===== src/rtl/text_buf_writer_arb.sv =====
// Round-robin arbiter that streams client strings into the 16x16 char buffer.
// One char per valid/ready handshake; writes optionally held to vblank.
module text_buf_writer_arb #(
   parameter int N_REQ      = 3,
   parameter bit BLANK_ONLY = 1'b1
) (
   input  logic               clk,
   input  logic               rst,
   input  logic [N_REQ-1:0]   req_i,
   input  logic [N_REQ*8-1:0] start_xy_i,
   input  logic [N_REQ*5-1:0] len_i,
   input  logic [N_REQ*7-1:0] char_i,
   input  logic [N_REQ-1:0]   valid_i,
   output logic [N_REQ-1:0]   ready_o,
   output logic [N_REQ-1:0]   done_o,
   output logic               busy_o,
   input  logic               vblank_i,
   output logic               buf_we_o,
   output logic [7:0]         buf_addr_o,
   output logic [6:0]         buf_data_o
);

   localparam int GW = $clog2(N_REQ);

   typedef enum logic [1:0] {IDLE, LOAD, XFER, DONE} state_t;

   state_t        state, state_nx;
   logic [GW-1:0] rr_ptr, gnt, pick, gnt_inc;
   logic [7:0]    addr;
   logic [4:0]    cnt;
   logic          write_ok, hs;
   logic          req_g, valid_g;
   logic [6:0]    char_g;
   logic [7:0]    xy_g;
   logic [4:0]    len_g, len_c;

   assign req_g    = req_i[gnt];
   assign valid_g  = valid_i[gnt];
   assign char_g   = char_i[7*int'(gnt) +: 7];
   assign xy_g     = start_xy_i[8*int'(gnt) +: 8];
   assign len_g    = len_i[5*int'(gnt) +: 5];
   assign len_c    = (len_g > 5'd16) ? 5'd16 : len_g;
   assign write_ok = !BLANK_ONLY || vblank_i;
   assign hs       = (state == XFER) && req_g && write_ok && valid_g;
   assign gnt_inc  = (int'(gnt) == N_REQ-1) ? '0 : gnt + 1'b1;
   assign busy_o   = (state != IDLE);

   // first requester at or after rr_ptr, wrapping
   always_comb begin
      int  idx;
      logic found;
      pick  = rr_ptr;
      found = 1'b0;
      for (int i = 0; i < N_REQ; i++) begin
         idx = (int'(rr_ptr) + i) % N_REQ;
         if (!found && req_i[idx]) begin
            pick  = GW'(idx);
            found = 1'b1;
         end
      end
   end

   always_comb begin
      state_nx = state;
      ready_o  = '0;
      done_o   = '0;
      unique case (state)
         IDLE: if (|req_i) state_nx = LOAD;
         LOAD: state_nx = (len_c == 5'd0) ? DONE : XFER;
         XFER: begin
            if (!req_g) begin
               state_nx = IDLE;
            end else begin
               ready_o[gnt] = write_ok;
               if (hs && cnt == 5'd1) state_nx = DONE;
            end
         end
         DONE: begin
            done_o[gnt] = 1'b1;
            state_nx    = IDLE;
         end
      endcase
   end

   always_ff @(posedge clk or posedge rst) begin
      if (rst) begin
         state      <= IDLE;
         rr_ptr     <= '0;
         gnt        <= '0;
         addr       <= '0;
         cnt        <= '0;
         buf_we_o   <= 1'b0;
         buf_addr_o <= '0;
         buf_data_o <= '0;
      end else begin
         state    <= state_nx;
         buf_we_o <= hs;
         if (state == IDLE && |req_i) gnt <= pick;
         if (state == LOAD) begin
            addr <= xy_g;
            cnt  <= len_c;
         end
         if (hs) begin
            buf_addr_o <= addr;
            buf_data_o <= char_g;
            addr       <= addr + 8'd1;
            cnt        <= cnt - 5'd1;
         end
         // an aborted transfer still passes priority on
         if (state == DONE || (state == XFER && !req_g))
            rr_ptr <= gnt_inc;
      end
   end

endmodule


===== config.mk =====
export PLATFORM = sky130hd
export DESIGN_NAME = text_buf_writer_arb
export DESIGN_NICKNAME = d
export VERILOG_FILES = /design/src/rtl/text_buf_writer_arb.sv
export SDC_FILE = /design/constraint.sdc
export NUM_CORES = 1
export LEC_CHECK = 0
export CORE_ASPECT_RATIO = 1.1
export CORE_MARGIN = 2
export CORE_UTILIZATION = 55
export CTS_BUF_LIST = sky130_fd_sc_hd__clkbuf_8
export CTS_CLUSTER_SIZE = 14
export DETAILED_ROUTE_END_ITERATION = 7
export DONT_BUFFER_PORTS = 1
export GPL_ROUTABILITY_DRIVEN = 0
export PLACE_DENSITY = 0.7
export SETUP_SLACK_MARGIN = 0.2
export SLEW_MARGIN = 15
export SYNTH_ARGS = -nofsm -noshare
export SYNTH_HDL_FRONTEND = slang
export SYNTH_SLANG_ARGS = --single-unit

===== constraint.sdc =====
create_clock -name clk -period 2.7 [get_ports clk]
set_clock_uncertainty 0.1 [all_clocks]
set_input_delay 0.54 -clock clk [delete_from_list [all_inputs] [get_ports clk]]
set_output_delay 0.54 -clock clk [all_outputs]
set_load 0.02 [all_outputs]

* Word level (Yosys, flattened, before mapping)
Index checks and enable logic that the tools add are counted.
** Cells by class
- Shift operators :: 3
- Add/sub/neg operators :: 5
- Equality and inequality tests :: 7
- Divide/modulo/power cells :: 3
- Bitwise logic cells :: 1
- Multiplexer cells :: 34
- Magnitude comparators :: 6
- Multipliers :: 2
- Reductions and logical operators :: 19
** Operator list (number)
- less-than comparator 32 x 4 -> 1 bit (second input constant) :: 3
- remainder unit 32 x 3 -> 32 bit (second input constant) :: 2
- remainder unit 3 x 3 -> 32 bit (second input constant) :: 1
- variable part select 24 x 6 -> 8 bit :: 1
- variable part select 21 x 6 -> 7 bit :: 1
- 2-to-1 mux 8 bit :: 2
- 2-to-1 mux 5 bit :: 3
- variable part select 15 x 6 -> 5 bit :: 1
- 2-to-1 mux 2 bit :: 7
- 2-to-1 mux 1 bit :: 12
- binary-select mux 1 bit (select 2 bit) :: 5
- multiplier 3 x 2 -> 5 bit (first input constant) :: 2
- logical AND 1 bit :: 9
- 2-to-1 mux 3 bit :: 3
- adder 8 x 1 -> 8 bit (second input constant) :: 1
- one-hot mux 2 bit (4 select lines) :: 1
- equality test 2 bit (second input constant) :: 3
- equality test 5 x 1 -> 1 bit (second input constant) :: 1
- greater-than comparator 5 bit (second input constant) :: 1
- logical NOT 5 bit :: 1
- subtractor 5 x 1 -> 5 bit (second input constant) :: 1
- nonzero test 2 bit :: 2
- adder 2 x 1 -> 3 bit (second input constant) :: 1
- adder 2 x 2 -> 3 bit (second input constant) :: 1
- 13 further kinds :: 15
** Word-level totals
- Output and inout port bits :: 23
- Bits of input ports :: 69
- Bits in registers :: 35

* Longest topological paths before layout
Gate-level depths: netlist (run 1).
- Depth in word-level cells :: 11
- Depth in mapped cells :: 8
- Depth with buffers taken out :: 7

* Worst setup path before layout (run 1)
Ideal clock, no wire load.
- Kind :: input -> output
- From :: in req_i[2]
- To :: out ready_o[0]
- Slack :: 443 ps
- Data required time :: 2060 ps
- Arrival time :: 1617 ps
- Path buffers :: 1
- Stages :: 6
- Cells stage by stage :: clkbuf_2 > mux2i_1 > a2bb2oi_1 > nor2_1 > nand2_1 > nor3_1
** On the way
- Longest elaborated chain between the ends :: 4
** Ends and longest elaborated chain
- start: declaration :: line 9 : input logic [N_REQ-1:0] req_i,
- binary-select mux 1 bit (select 2 bit) :: line 37 : assign req_g = req_i[gnt];
- 2-to-1 mux 1 bit (implied by the code) :: line 37
- 2-to-1 mux 3 bit :: line 71 : if (!req_g) begin
- 2-to-1 mux 3 bit :: line 67 : unique case (state)
- end: declaration :: line 14 : output logic [N_REQ-1:0] ready_o,
No other way between the ends. The select of a mux whose other input is x is not followed.

* Worst setup path in the final report (run 1)
- From :: reg gnt[1]
- To :: out ready_o[0]
** On the way
- Longest elaborated chain between the ends :: 7
- Elaborated cells between the ends (all ways) :: 10
** Ends and longest elaborated chain
- start: declaration :: line 28 : logic [GW-1:0] rr_ptr, gnt, pick, gnt_inc;
- start signal: assignment :: line 98 : if (state == IDLE && |req_i) gnt <= pick;
- less-than comparator 2 x 3 -> 1 bit (implied by the code) / >= comparator 2 x 1 -> 1 bit (equally long branches) :: line 74 : ready_o[gnt] = write_ok;
- logical AND 1 bit (implied by the code) :: line 74
- 2-to-1 mux 1 bit (implied by the code) :: line 74
- demux 1 bit (select 2 bit) :: line 74
- AND 3 bit (no line)
- 2-to-1 mux 3 bit (*) :: line 71
- 2-to-1 mux 3 bit (*) :: line 67
Mark *: on every way between the ends. The rest lies on a longest branch, timed or not. The select of a mux whose other input is x is not followed.

==> impl_results.md, run 1 <==
* Outcome: completed
* First-pass GRT wire length at 8880 um
* Unique masters post-synth at 45
* Avg Synthesized Cell Area at 8.20 sq um
* R2R depth at 7
* Syn nets at 361
* Crit path max-delay family: flip-flops
* Number of synthesized flops with an enable pin at 0
* Max VDD drop at 0.000569 V
* Worst Tran Pin Value at 0.490 ns
* Layout cells sized above 1 at 11.0%
* Synth area leader: dfrtp_1
* Die Height at 72.6 um
* Share of the synthesized area in the top cell type at 37.2%
* Synth Register Bits at 35
* Register-to-register setup slack at 0.36 ns
* Initial core utilization at 58.5%
* CTS tree: done
* Most frequent cell after synthesis: nand2_1
* Worst Path Buf+Inv at 2
* Layout area overhead at 8.72%
* Synth top area cells: dfrtp_1 (37%), mux2i_1 (10%), nand2_1 (6.4%)
* R2R Path End: gnt[1]
* Max Clock Freq at 419 MHz
* Avg Vias per Cell at 5.92
* HP Class: primary input to asynchronous set/reset pin
* CP Cell Sequence: mux2i_1 > a2bb2oi_1 > buf_4 > nor2_1 > nand2_1 > nor3_1 > buf_4
* H-tree level count at 2
* Initial drt markers at 123
* WP depth at 7
* Top cells by count, synth: nand2_1 (40), dfrtp_1 (35), nor2_1 (30), mux2i_1 (24), o21ai_0 (22)
* Drt pass-1 iters at 4
* Detailed Route WL at 5400 um
* Seq/Total Area, Yosys at 37.2%
* Total number of vias at 2,038
* Top_reg_cell synth: dfrtp_1
* Final worst-path cycle share at 88.5%
* CP Data Arrival Time at 1.75 ns
* Die X at 66.4 um
* CP max FO at 6
* Clk sinks at 35
* Largest net degree at the start of global routing at 36
* Antenna Violating Nets Remaining at 0
* Vias in the first global route at 1,903
* Cts bufs inserted at 5
* Async SR Flop Fraction at 100%
* # setup viols final at 0
* Area of the multi-input gates at 0.00134 sq mm
* Clk buf depth at 2
* Startpoint types: register
* Clock Latency Late Sink at 0.29 ns
* Total power at 3010 uW
* Slew Limit Fails at 0
* DRC Markers at 0
* Storage cell area at 878 sq um
* Worst path max stage delay at 0.45 ns
* FF-to-FF Start: rr_ptr[0]
* PD cells at 1180 mW/mm^2
* Cells after Synth at 287
* Leakage at 0.00119 uW
* FP Rows at 24
* Final nets at 366
* Number of I/O port buffers at 0
* Crit Path Category: register to output pin
* Core area at 0.00402 sq mm
* Unrepaired setup endpoints after global routing: no
* Post-layout min period at 2.39 ns
* CP Capture Type: output pin
* I/O pin cnt at 92
* Diodes inserted at 0
* Routed length per placed instance at 15.7 um
* Most frequent CP cell: buf_4
* Root Buffer Master: clkbuf_8
* Post-detail-place hpwl at 4030 um
* Final core occ at 63.6%
* Clock transition at path regs at 0.07 ns
* Worst setup startpoint: gnt[1]
* Critical Path RT at 2.06 ns
* Die area at 0.00482 sq mm
* Placement Cell Area at 0.00244 sq mm
* Final hold violation count at 0
* Max stage delay cell, worst path: dfrtp_2
* Cell area after synthesis at 0.00235 sq mm
* Synth warnings at 0
* Final Cell Area at 0.00256 sq mm
* Initial antenna violation count at 0
* Worst setup path end: ready_o[0]
* Remaining Overflow, GRT at 0
* All-layer global routing usage at 23.7%
* Filler Cell Count at 381
* Slew Limit Headroom at 67.3%
* Number of max-cap violations at 0
* Setup TNS at 0 ns
cell families (layout without fill, tap and decap cells):
group                      after synthesis  count (layout)  share of synthesized area, %
buffers and inverters                   32              37                          5.95
adders and majority gates                5               5                          2.66
muxes                                   24              24                          10.2
DFF                                     35              35                          37.2
AOI/OAI and AO/OA                       74              74                          20.3
and+or+nand+nor                        117             117                          23.7
area by class of cell:
class	count	area share [%]
Multi-Input combinational cell	220	52.4
Sequential cell	35	34.3
Timing Repair Buffer	16	4.69
Clock buffer	5	2.69
Tap cell	52	2.54
Inverter	14	2.05
Clock inverter	2	1.32
through the flow:
step | hold WS, ns | worst slack, ns | cells
after floorplan | 0.376 | 0.443 | 287
after global placement | 0.410 | 0.430 | 335
after detailed placement | 0.424 | 0.371 | 335
after CTS | 0.148 | 0.215 | 342
after global routing | 0.174 | 0.214 | 344
final | 0.136 | 0.312 | 344
worst min path at each step:
stage	startpoint	end	slack [ns]	cells after the start
6_report	rst	buf_addr_o[7]	0.14	2
3_5_place_dp	addr[7]	buf_addr_o[7]	0.42	2
2_1_floorplan	addr[7]	buf_addr_o[7]	0.38	2
4_1_cts	rst	buf_addr_o[7]	0.15	2
3_3_place_gp	addr[7]	buf_addr_o[7]	0.41	2
5_1_grt	rst	buf_addr_o[7]	0.17	2
layer usage:
layer  share of wire (%)  wire, um  track usage (%)  up-vias
li1                    -         -                -     1030
met1                  45      2410             31.7      947
met2                  49      2650             39.1       56
met3                 5.4       291             5.09        5
met4                0.85        46             5.67        0
met5                   0         0                0        -
power breakdown:
part,internal (uW),total (uW),switching (uW)
Clock,267,448,182
Sequential,757,1090,337
Combinational,658,1470,814
Total,1680,3010,1330
placed cells by master (no fill, tap or decap), types with 5 or more instances in the layout:
master,netlist,routed
a21oi_1,19,19
buf_4,0,16
a211oi_1,6,6
a2bb2oi_1,5,5
nand2b_1,7,7
nor3_1,11,11
o21ai_0,22,22
dfrtp_1,35,33
nor2_1,30,30
mux2i_1,24,24
nand3_1,5,5
ha_1,5,5
clkbuf_8,0,5
nand2_1,40,40
inv_1,13,14
registers in the layout, indices dropped and copies added, names as in the netlist:
name / cells
addr: 8
buf_addr_o: 8
buf_data_o: 7
cnt: 5
gnt: 2
rr_ptr: 2
state: 2
buf_we_o: 1
what timing repair did:
item | CTS | global route
endpoints found under the setup margin | 0 | 3
gates resized for setup | 0 | 3
setup buffers | 0 | 2
hold buffers | 0 | 0
(Power assumes the default switching activity.)
==> run 2: changes to the inputs <==
--- a/config.mk
+++ b/config.mk
@@ -15,7 +15,6 @@
 export GPL_ROUTABILITY_DRIVEN = 0
 export PLACE_DENSITY = 0.7
 export SETUP_SLACK_MARGIN = 0.2
-export SLEW_MARGIN = 15
 export SYNTH_ARGS = -nofsm -noshare
 export SYNTH_HDL_FRONTEND = slang
 export SYNTH_SLANG_ARGS = --single-unit
==> results of run 2 <==
The final DEF is identical to that of run 1; final timing and power are the same.
==> run 3: changes to the inputs <==
--- a/config.mk
+++ b/config.mk
@@ -15,6 +15,7 @@
 export GPL_ROUTABILITY_DRIVEN = 0
 export PLACE_DENSITY = 0.7
 export SETUP_SLACK_MARGIN = 0.2
+export SLEW_MARGIN = 20
 export SYNTH_ARGS = -nofsm -noshare
 export SYNTH_HDL_FRONTEND = slang
 export SYNTH_SLANG_ARGS = --single-unit
==> results of run 3 <==
The final DEF is identical to that of run 1; final timing and power are the same.
